--- config.mk ---
export PLATFORM = sky130hd
export DESIGN_NAME = debug_bridge
export DESIGN_NICKNAME = d
export VERILOG_FILES = /design/src/rtl/debug_bridge.sv
export SDC_FILE = /design/constraint.sdc
export NUM_CORES = 1
export LEC_CHECK = 0
export ABC_AREA = 1
export CELL_PAD_IN_SITES_DETAIL_PLACEMENT = 2
export CELL_PAD_IN_SITES_GLOBAL_PLACEMENT = 2
export CORE_AREA = 4 4 161 163
export CTS_BUF_LIST = sky130_fd_sc_hd__clkbuf_8
export CTS_CLUSTER_SIZE = 40
export DETAILED_ROUTE_END_ITERATION = 12
export DIE_AREA = 0 0 165 167
export PLACE_DENSITY_LB_ADDON = 0.08
export SLEW_MARGIN = 20
export SYNTH_ARGS = -nofsm -noshare
export SYNTH_HDL_FRONTEND = slang
export SYNTH_SLANG_ARGS = --single-unit
--- constraint.sdc ---
create_clock -name cpu_clk -period 3.25 [get_ports cpu_clk]
set_input_delay 0.65 -clock cpu_clk [delete_from_list [all_inputs] [get_ports cpu_clk]]
set_output_delay 0.65 -clock cpu_clk [all_outputs]
set_load 0.03 [all_outputs]
--- src/rtl/debug_bridge.sv ---
// debug_bridge: JTAG user-op bridge driving NUM_MEM memory channels, CPU halt and a stretched CPU reset.
// Optional macro DEBUG_BRIDGE_AUTOINC_EN: post-increment addr after every acknowledged access.
module debug_bridge #(
    parameter int unsigned DATA_W      = 32,
    parameter int unsigned ADDR_W      = 32,
    parameter int unsigned NUM_MEM     = 2,
    parameter int unsigned TIMEOUT_CYC = 255,
    parameter int unsigned RST_STRETCH = 1023
) (
    input  logic                      cpu_clk,
    input  logic                      sys_rstn,
    input  logic                      jtag_userOp_ready,
    input  logic [7:0]                jtag_userOp,
    input  logic [DATA_W-1:0]         jtag_userData,
    output logic [DATA_W-1:0]         cpu_userData,
    output logic [NUM_MEM-1:0]        mem_req,
    output logic [NUM_MEM-1:0]        mem_we,
    output logic [NUM_MEM*ADDR_W-1:0] mem_addr,
    output logic [NUM_MEM*DATA_W-1:0] mem_wdata,
    input  logic [NUM_MEM*DATA_W-1:0] mem_rdata,
    input  logic [NUM_MEM-1:0]        mem_ack,
    output logic                      cpu_halt_cpu,
    output logic                      cpu_resetn_cpu,
    output logic                      dbg_busy
);
    localparam int unsigned SEL_W = (NUM_MEM > 1) ? $clog2(NUM_MEM) : 1;
    localparam int unsigned TO_W  = $clog2(TIMEOUT_CYC + 1);
    localparam int unsigned RS_W  = $clog2(RST_STRETCH + 1);

    localparam logic [7:0] OP_HALT   = 8'h01;
    localparam logic [7:0] OP_UNHALT = 8'h02;
    localparam logic [7:0] OP_RESET  = 8'h03;
    localparam logic [7:0] OP_READ   = 8'h04;
    localparam logic [7:0] OP_WRITE  = 8'h05;
    localparam logic [7:0] OP_SEL    = 8'h80;
    localparam logic [7:0] OP_ADDR   = 8'h81;
    localparam logic [7:0] OP_WDATA  = 8'h82;
    localparam logic [7:0] OP_STATUS = 8'h84;

    typedef enum logic {IDLE, ACCESS} state_t;
    state_t state, state_nxt;

    logic [1:0]        sync_q;
    logic              sync_prev;
    logic              exec;
    logic [SEL_W-1:0]  sel;
    logic [ADDR_W-1:0] addr;
    logic [DATA_W-1:0] wdata;
    logic              acc_we;
    logic              we_nxt;
    logic [TO_W-1:0]   to_cnt;
    logic [RS_W-1:0]   stretch;
    logic [RS_W-1:0]   stretch_nxt;
    logic              err_sel, err_ovr, err_to;
    logic              ack_sel;
    logic [DATA_W-1:0] rdata_sel;
    logic [NUM_MEM-1:0] sel_vec;
    logic              sel_valid;
    logic              start, done, set_to, set_ovr, set_sel, clr_flags;
    logic [DATA_W-1:0] status;

    assign exec      = sync_q[1] & ~sync_prev;
    assign sel_valid = 32'(jtag_userData[2:0]) < NUM_MEM;
    assign status    = DATA_W'({err_sel, err_ovr, err_to, cpu_halt_cpu, dbg_busy});
    assign mem_addr  = {NUM_MEM{addr}};
    assign mem_wdata = {NUM_MEM{wdata}};

    // Selected-channel view of the per-channel buses
    always_comb begin
        ack_sel   = 1'b0;
        rdata_sel = '0;
        sel_vec   = '0;
        for (int unsigned i = 0; i < NUM_MEM; i++) begin
            if (SEL_W'(i) == sel) begin
                ack_sel    = mem_ack[i];
                rdata_sel  = mem_rdata[i*DATA_W +: DATA_W];
                sel_vec[i] = 1'b1;
            end
        end
    end

    always_ff @(posedge cpu_clk or negedge sys_rstn) begin
        if (!sys_rstn) state <= IDLE;
        else           state <= state_nxt;
    end

    // Next state plus per-edge event decode; a reset op beats an ack in the same cycle
    always_comb begin
        state_nxt   = state;
        start       = 1'b0;
        done        = 1'b0;
        set_to      = 1'b0;
        set_ovr     = 1'b0;
        set_sel     = 1'b0;
        clr_flags   = exec && (jtag_userOp == OP_STATUS);
        stretch_nxt = stretch;
        case (state)
            IDLE: begin
                if (exec && (jtag_userOp == OP_READ || jtag_userOp == OP_WRITE)) begin
                    state_nxt = ACCESS;
                    start     = 1'b1;
                end
                if (exec && jtag_userOp == OP_SEL && !sel_valid) set_sel = 1'b1;
            end
            ACCESS: begin
                if (exec && jtag_userOp == OP_RESET) begin
                    state_nxt = IDLE;
                end else if (ack_sel) begin
                    state_nxt = IDLE;
                    done      = 1'b1;
                end else if (to_cnt == TO_W'(TIMEOUT_CYC - 1)) begin
                    state_nxt = IDLE;
                    set_to    = 1'b1;
                end
                if (exec && (jtag_userOp inside {OP_READ, OP_WRITE, OP_SEL, OP_ADDR, OP_WDATA}))
                    set_ovr = 1'b1;
            end
            default: state_nxt = IDLE;
        endcase
        we_nxt = start ? (jtag_userOp == OP_WRITE) : acc_we;
        if (exec && jtag_userOp == OP_RESET) stretch_nxt = RS_W'(RST_STRETCH);
        else if (stretch != '0)              stretch_nxt = stretch - RS_W'(1);
    end

    always_ff @(posedge cpu_clk or negedge sys_rstn) begin
        if (!sys_rstn) begin
            sync_q         <= '0;
            sync_prev      <= 1'b0;
            acc_we         <= 1'b0;
            to_cnt         <= '0;
            mem_req        <= '0;
            mem_we         <= '0;
            dbg_busy       <= 1'b0;
            stretch        <= '0;
            cpu_resetn_cpu <= 1'b1;
            cpu_halt_cpu   <= 1'b0;
            sel            <= '0;
            addr           <= '0;
            wdata          <= '0;
            cpu_userData   <= '0;
            err_sel        <= 1'b0;
            err_ovr        <= 1'b0;
            err_to         <= 1'b0;
        end else begin
            sync_q         <= {sync_q[0], jtag_userOp_ready};
            sync_prev      <= sync_q[1];
            acc_we         <= we_nxt;
            to_cnt         <= (state == ACCESS) ? to_cnt + TO_W'(1) : '0;
            mem_req        <= (state_nxt == ACCESS) ? sel_vec : '0;
            mem_we         <= (state_nxt == ACCESS && we_nxt) ? sel_vec : '0;
            dbg_busy       <= (state_nxt == ACCESS);
            stretch        <= stretch_nxt;
            cpu_resetn_cpu <= (stretch_nxt == '0);
            if (exec) begin
                case (jtag_userOp)
                    OP_HALT:             cpu_halt_cpu <= 1'b1;
                    OP_UNHALT, OP_RESET: cpu_halt_cpu <= 1'b0;
                    default: ;
                endcase
            end
            // Register loads are only honoured while no access is outstanding
            if (exec && state == IDLE) begin
                case (jtag_userOp)
                    OP_SEL:   if (sel_valid) sel <= SEL_W'(jtag_userData[2:0]);
                    OP_ADDR:  addr  <= jtag_userData[ADDR_W-1:0];
                    OP_WDATA: wdata <= jtag_userData;
                    default: ;
                endcase
            end
`ifdef DEBUG_BRIDGE_AUTOINC_EN
            if (done) addr <= addr + ADDR_W'(1);
`endif
            if (done && !acc_we) cpu_userData <= rdata_sel;
            else if (clr_flags)  cpu_userData <= status;
            err_sel <= (err_sel & ~clr_flags) | set_sel;
            err_ovr <= (err_ovr & ~clr_flags) | set_ovr;
            err_to  <= (err_to  & ~clr_flags) | set_to;
        end
    end
endmodule

==> tab_implementation.tex, run 1 <==
\begin{tabular}{lr}
\hline
Metric & Value \\
\hline
\multicolumn{2}{l}{\textbf{Status}} \\
\quad Status & completed \\
\multicolumn{2}{l}{\textbf{Worst setup path}} \\
\quad Critical Path End Type & output port \\
\quad Worst EP required & 2.60 ns \\
\quad Critical Path Start Type & flip-flop \\
\quad Maximum fanout encountered on the critical timing path & 9 \\
\quad Worst reg2reg path depth & 12 \\
\quad Slowest CP cell & clkdlybuf4s50\_1 \\
\quad Ordered list of cells on the worst path & buf\_4 -> clkdlybuf4s50\_1 \\
\quad Delay of the slowest critical-path stage & 0.70 ns \\
\quad Worst endpoint data arrival time & 1.72 ns \\
\quad Type of the setup path with the least slack & reg2out \\
\multicolumn{2}{l}{\textbf{Final layout}} \\
\quad Syn-to-layout area delta & 47.41\% \\
\quad Area of the multi-input gates & 2138 um\^{}2 \\
\quad Filler Cell Count & 2682 \\
\quad Number of nets in the layout & 1025 \\
\quad Antenna cells & 0 \\
\quad Fin area & 9279 um\^{}2 \\
\quad Final Core Density & 38.15\% \\
\quad Non-filler cells, final & 1250 \\
\quad FF/Latch Area & 3229 um\^{}2 \\
\quad Fraction of layout cells with a size suffix above 1 & 9.935\% \\
\multicolumn{2}{l}{\textbf{Placement}} \\
\quad Post-detail-place hpwl & 17240 um \\
\quad Port Buffers & 275 \\
\quad Placed Instance Area & 8887 um\^{}2 \\
\quad Final Wtd Congestion & 0.7401 \\
\quad Cell Count Post-Placement & 1218 \\
\multicolumn{2}{l}{\textbf{Drt}} \\
\quad Post-route ant nets & 0 \\
\quad Routed wire length & 22840 um \\
\quad Routed vias & 5620 \\
\quad Number of iterations in the first detailed-routing pass & 4 \\
\quad Vias per inst & 4.496 \\
\quad Final routed wire length divided by cell count & 18.27 um \\
\quad Final routed DRC violation total & 0 \\
\quad Iteration-0 DRC Markers & 177 \\
\multicolumn{2}{l}{\textbf{CTS}} \\
\quad Number of resized instances in the post-cts repair step & 0 \\
\quad Hold-fix buffer count after cts & 0 \\
\quad Total number of H-tree levels & 4 \\
\quad Total CTS buffers & 17 \\
\quad CTS sink cnt & 129 \\
\quad Source-to-sink clock delay at the later pin of the worst-skew pair & 0.45 ns \\
\quad Number of post-CTS setup repair buffers & 0 \\
\quad Root buf cell & clkbuf\_8 \\
\quad CTS tree & built \\
\quad Clock Path Buffers & 2 \\
\quad CTS clk-pin slew, worst paths & 0.09 ns \\
\multicolumn{2}{l}{\textbf{Logic synthesis}} \\
\quad Post-synthesis sequential area ratio & 51.30\% \\
\quad Post-synthesis sequential element count & 129 \\
\quad Post-synthesis cell area & 6295 um\^{}2 \\
\quad Post-Synthesis Net Count & 813 \\
\quad Average size of a mapped cell & 8.980 um\^{}2 \\
\quad Synth Warn \# & 0 \\
\quad Post-synth cell types & 36 \\
\quad Mapped Cells & 701 \\
\multicolumn{2}{l}{\textbf{STA}} \\
\quad Final Max Slew Viols & 0 \\
\quad Setup clock skew after layout & 0.01734 ns \\
\quad Minimum clock period & 2.371 ns \\
\quad Worst relative slew slack & 48.94\% \\
\quad Endpoints failing hold & 0 \\
\quad Slew of the pin with the lowest slew margin & 0.7659 ns \\
\quad Period utilization & 72.95\% \\
\quad Unrepaired setup endpoints after global routing & false \\
\quad Timing-limited maximum frequency & 0.4218 GHz \\
\quad Final-layout setup total negative slack & 0 ns \\
\quad Number of setup violations in the final report & 0 \\
\quad Hold\_ws & 0.2090 ns \\
\multicolumn{2}{l}{\textbf{Floorplanning}} \\
\quad Die outline width & 165 um \\
\quad Overall die area & 27560 um\^{}2 \\
\quad Number of cell rows & 57 \\
\quad Initial Util & 25.88\% \\
\quad Die H & 167 um \\
\quad Area of the placeable core & 24320 um\^{}2 \\
\quad I/O Pins & 276 \\
\multicolumn{2}{l}{\textbf{Global route}} \\
\quad Antenna violations before repair & 0 \\
\quad Wire length of the first global-routing pass & 35820 um \\
\quad Vias in the first global route & 6335 \\
\quad Gr ovfl total & 0 \\
\quad Largest net degree at the start of global routing & 74 \\
\quad GR Util All Layers & 16.51\% \\
\multicolumn{2}{l}{\textbf{Power}} \\
\quad Total power per unit cell area & 426.3 nW/um\^{}2 \\
\quad Static leakage power & 4.110 nW \\
\quad Worst supply voltage drop on vdd & 0.0002044 V \\
\multicolumn{2}{l}{\textbf{Hold path}} \\
\quad Tightest Hold Check Type & in2async \\
\multicolumn{2}{l}{\textbf{Run}} \\
\quad Total of max-cap violations & 0 \\
\hline
\end{tabular}
## power by group
group / switching, mW / total [mW] / internal [mW] / leakage, nW
Combinational: 0.429 / 0.764 / 0.335 / 2.16
Sequential: 0.0699 / 1.76 / 1.69 / 1.75
Clock: 0.739 / 1.43 / 0.691 / 0.195
Total: 1.24 / 3.96 / 2.72 / 4.11
## worst max-delay path, delay by kind of cell, from the launching register on
family	cells	cell delay [ns]
DFF	1	0.37
buffers and inverters	2	0.90
## synth_stat cells (all sizes together)
cell       n  area share (%)
nand2    179              11
nand4      4            0.40
o2111ai    1            0.14
o31ai      1            0.12
clkbuf     9            0.54
buf       84              10
inv       63             3.8
a31o      27             3.8
and3       1           0.099
nor3       9            0.97
or2        3            0.34
dfstp      1            0.42
xor2       1            0.14
nand3b     1            0.12
ha         3            0.60
clkinv     1           0.060
nand3     39             3.3
a21oi     33             2.6
o211ai     1            0.12
dfrtp    128              51
o21ai     74             7.8
nor2      38             2.5
## final cells by class
class	count	share of cell area [%]
flip-flops and latches	129	34.80
multi-input cells	415	23.04
inverters	64	2.589
clock buffers	17	2.522
well taps	324	4.369
repair buffers	286	30.97
clock inverters	15	1.699
## cell families (layout without fill, tap and decap cells)
family          after synthesis  after routing  share of synthesized area [%]
fa+ha+maj                     3              3                         0.5964
xor+xnor                      1              1                         0.1392
simple gates                274            274                          18.68
compound gates              137            137                          14.55
buf+inv                     157            382                          14.73
flops                       129            129                          51.30
## worst paths after layout
path | start | to | slack [ns]
worst max-delay path | dbg_busy | dbg_busy | 0.88
worst min-delay path | sys_rstn | mem_req[1] | 0.21
worst max register to register | stretch[0] | cpu_resetn_cpu | 1.23
worst min register to register | sync_q[0] | sync_q[1] | 0.36
max in group asynchronous | sys_rstn | stretch[0] | 2.34
min in group cpu_clk | sync_q[0] | sync_q[1] | 0.36
## layer usage
metal | up-vias | GRT usage (%) | wire (um)
li1 | 2636 | - | -
met4 | 0 | 3.978 | 242
met2 | 193 | 28.25 | 11300
met1 | 2776 | 20.30 | 9664
met3 | 15 | 4.943 | 1629
met5 | - | 0 | 0
## registers in the layout (all words and copies together), names as in the netlist, 2 cells and up
signal,cells
to_cnt,8
cpu_userData,32
stretch,10
sync_q,2
wdata,32
mem_req,2
addr,32
mem_we,2
## cell usage in the layout (no fill, tap or decap), drive strengths merged, types with 2 or more instances in the layout
master,n
buf,12
ha,3
nand3,39
nand2,179
clkbuf,17
clkinv,6
inv,68
dfrtp,128
nor2,38
a31o,27
bufinv,2
nor3,9
a21oi,33
o21ai,74
nand4,4
clkdlybuf4s50,274
or2,3
clkinvlp,3
## stage by stage
step	power, mW	worst slack, ns
CTS	4.033	0.8349
global placement	2.534	0.5751
floorplan	2.184	1.501
detailed placement	2.568	0.4826
finish	3.955	0.8792
global route	4.192	0.8042
(Power assumes the default switching activity.)
==> inputs of run 2 (changes only) <==
CORE_AREA = 4 4 167 169   (was 4 4 161 163)
DIE_AREA = 0 0 171 173   (was 0 0 165 167)
clock period = 2.45 ns   (was 3.25 ns; I/O delays follow)
==> run 2 against run 1 <==
Worst setup slack lost 0.58 ns; critical path depth decreased by 1; total power grew 29%; largest cell class unchanged; largest power group unchanged; highest routed layer unchanged.
==> tab_implementation.tex, run 2 (synthesis results as in run 1) <==
\begin{tabular}{lr}
\hline
Metric & Value \\
\hline
\multicolumn{2}{l}{\textbf{Run}} \\
\quad Total of max-cap violations & 0 \\
\multicolumn{2}{l}{\textbf{Final layout}} \\
\quad Number of nets in the layout & 1032 \\
\quad Non-filler cells, final & 1274 \\
\quad Syn-to-layout area delta & 48.26\% \\
\quad Antenna cells & 0 \\
\quad Most common cell after layout, fill and taps aside & clkdlybuf4s50\_1 \\
\quad Fin area & 9333 um\^{}2 \\
\quad Leading registers by flop count & addr: 32 flops, cpu\_userData: 32 flops, wdata: 32 flops \\
\quad Filler Cell Count & 2988 \\
\quad Fraction of layout cells with a size suffix above 1 & 10.29\% \\
\quad Final Core Density & 35.12\% \\
\quad Most used cells in the layout excluding fill and tap cells & 274 x clkdlybuf4s50\_1, 176 x nand2\_1, 128 x dfrtp\_1 \\
\multicolumn{2}{l}{\textbf{STA}} \\
\quad Hold\_ws & 0.3528 ns \\
\quad Unrepaired setup endpoints after global routing & false \\
\quad Worst setup slack after layout & 0.3029 ns \\
\quad Final Max Slew Viols & 0 \\
\quad Timing-limited maximum frequency & 0.4657 GHz \\
\quad Minimum clock period & 2.147 ns \\
\quad Period utilization & 87.64\% \\
\quad Number of setup violations in the final report & 0 \\
\quad Final-layout setup total negative slack & 0 ns \\
\quad Slew of the pin with the lowest slew margin & 0.4866 ns \\
\quad Worst relative slew slack & 67.56\% \\
\quad Setup clock skew after layout & 0.01759 ns \\
\quad Endpoints failing hold & 0 \\
\multicolumn{2}{l}{\textbf{Power}} \\
\quad Total power per unit cell area & 546.2 nW/um\^{}2 \\
\quad Final total power & 5.097 mW \\
\quad Switching share of power & 31.30\% \\
\quad Static leakage power & 4.123 nW \\
\quad Combinational power share & 20.0\% \\
\quad Relative contribution of sequential cells to total power & 45.9\% \\
\quad Internal cell power & 3.501 mW \\
\quad Clock power share & 34.1\% \\
\quad Worst supply voltage drop on vdd & 0.0002338 V \\
\quad Sw power & 1.596 mW \\
\multicolumn{2}{l}{\textbf{Worst setup path}} \\
\quad Setup slack of the most critical reg-to-reg path & 0.49 ns \\
\quad Beginning of the critical path & cpu\_resetn\_cpu \\
\quad Reg2reg end & cpu\_resetn\_cpu \\
\quad Worst endpoint data arrival time & 1.66 ns \\
\quad Type of the setup path with the least slack & reg2out \\
\quad Gate family responsible for the most delay along the worst path & buffers and inverters \\
\quad Critical Path Start Type & flip-flop \\
\quad Worst reg2reg path depth & 10 \\
\quad R2r startpoint & stretch[0] \\
\quad Buffers and inverters on the worst path & 1 \\
\quad Slowest CP cell & clkdlybuf4s50\_1 \\
\quad Worst EP required & 1.96 ns \\
\quad Delay of the slowest critical-path stage & 0.69 ns \\
\quad Ordered list of cells on the worst path & clkdlybuf4s50\_1 \\
\quad Critical Path End Type & output port \\
\quad Maximum fanout encountered on the critical timing path & 1 \\
\multicolumn{2}{l}{\textbf{Placement}} \\
\quad Final Wtd Congestion & 0.7751 \\
\quad Post-detail-place hpwl & 17400 um \\
\quad Placed Instance Area & 8954 um\^{}2 \\
\quad Port Buffers & 275 \\
\quad Worst slack at placement & 0.1672 ns \\
\quad Cell Count Post-Placement & 1241 \\
\multicolumn{2}{l}{\textbf{CTS}} \\
\quad CTS tree & built \\
\quad Source-to-sink clock delay at the later pin of the worst-skew pair & 0.44 ns \\
\quad CTS sink cnt & 129 \\
\quad Total CTS buffers & 17 \\
\quad Root buf cell & clkbuf\_8 \\
\quad Number of resized instances in the post-cts repair step & 0 \\
\quad Clock Path Buffers & 2 \\
\quad CTS clk-pin slew, worst paths & 0.09 ns \\
\quad Total number of H-tree levels & 4 \\
\multicolumn{2}{l}{\textbf{Global route}} \\
\quad Largest net degree at the start of global routing & 65 \\
\quad Wire length of the first global-routing pass & 35910 um \\
\quad Gr ovfl total & 0 \\
\quad Vias in the first global route & 6355 \\
\quad GR Util All Layers & 15.22\% \\
\quad Antenna violations before repair & 0 \\
\multicolumn{2}{l}{\textbf{Drt}} \\
\quad Final routed DRC violation total & 0 \\
\quad Vias per inst & 4.429 \\
\quad Post-route ant nets & 0 \\
\quad Iteration-0 DRC Markers & 197 \\
\quad Routed wire length & 22740 um \\
\quad Number of iterations in the first detailed-routing pass & 4 \\
\quad Routed vias & 5642 \\
\quad Final routed wire length divided by cell count & 17.85 um \\
\multicolumn{2}{l}{\textbf{Hold path}} \\
\quad Terminating pin of the worst hold path & sync\_q[1] \\
\quad Tightest Hold Check Type & reg2reg \\
\quad Hold\_sp & sync\_q[0] \\
\quad Hold-critical path depth & 0 \\
\multicolumn{2}{l}{\textbf{Floorplanning}} \\
\quad Die H & 173 um \\
\quad Area of the placeable core & 26580 um\^{}2 \\
\quad Initial Util & 23.69\% \\
\quad Number of cell rows & 60 \\
\quad Die outline width & 171 um \\
\quad Overall die area & 29580 um\^{}2 \\
\quad I/O Pins & 276 \\
\multicolumn{2}{l}{\textbf{Status}} \\
\quad Status & completed \\
\hline
\end{tabular}
-- run 2: power by group through the flow --
| stage | combinational (mW) | sequential (mW) | clock [mW] |
|---|---|---|---|
| 2_1_floorplan | 0.428 | 2.47 | 0 |
| 3_3_place_gp | 0.990 | 2.37 | 0 |
| 3_5_place_dp | 1.03 | 2.38 | 0 |
| 4_1_cts | 1.04 | 2.34 | 1.84 |
| 5_1_grt | 1.12 | 2.36 | 1.94 |
| 6_report | 1.02 | 2.34 | 1.74 |
-- run 2: timing repair --
action                                 in CTS  in global routing
endpoints found under the hold margin      41                  0
hold buffers                                1                  0
setup buffers                               0                  0
-- run 2: how the worst max path moves through the flow --
stage | end | depth (start not counted)
after global routing | cpu_resetn_cpu | 1
after global placement | cpu_userData[0] | 9
after detailed placement | cpu_userData[0] | 9
after floorplan | cpu_userData[10] | 6
after CTS | cpu_resetn_cpu | 1
final | cpu_resetn_cpu | 1
-- run 2: layout make-up --
cell class	count	area (um^2)	share of cell area [%]
Sequential cell	129	3229	34.60
Tap cell	341	426.7	4.572
Inverter	64	240.2	2.574
Timing Repair Buffer	293	2929	31.38
Multi-Input combinational cell	415	2138	22.91
Clock buffer	17	234.0	2.507
Clock inverter	15	135.1	1.448
-- run 2: layer usage --
layer	vias up	wire length, um	global-route usage, %
met5	-	0	0
met4	0	231	4.094
li1	2643	-	-
met1	2784	9947	19.22
met2	202	10880	25.25
met3	13	1674	4.618
==> inputs of run 3 (changes only) <==
SKIP_CTS_REPAIR_TIMING = 1   (was unset)
SLEW_MARGIN = 5   (was 20)
==> results of run 3 <==
Final layout, timing and power as in run 2 (identical DEF).
Main changes from that run: via count of the first global-routing pass 6355 -> 6349
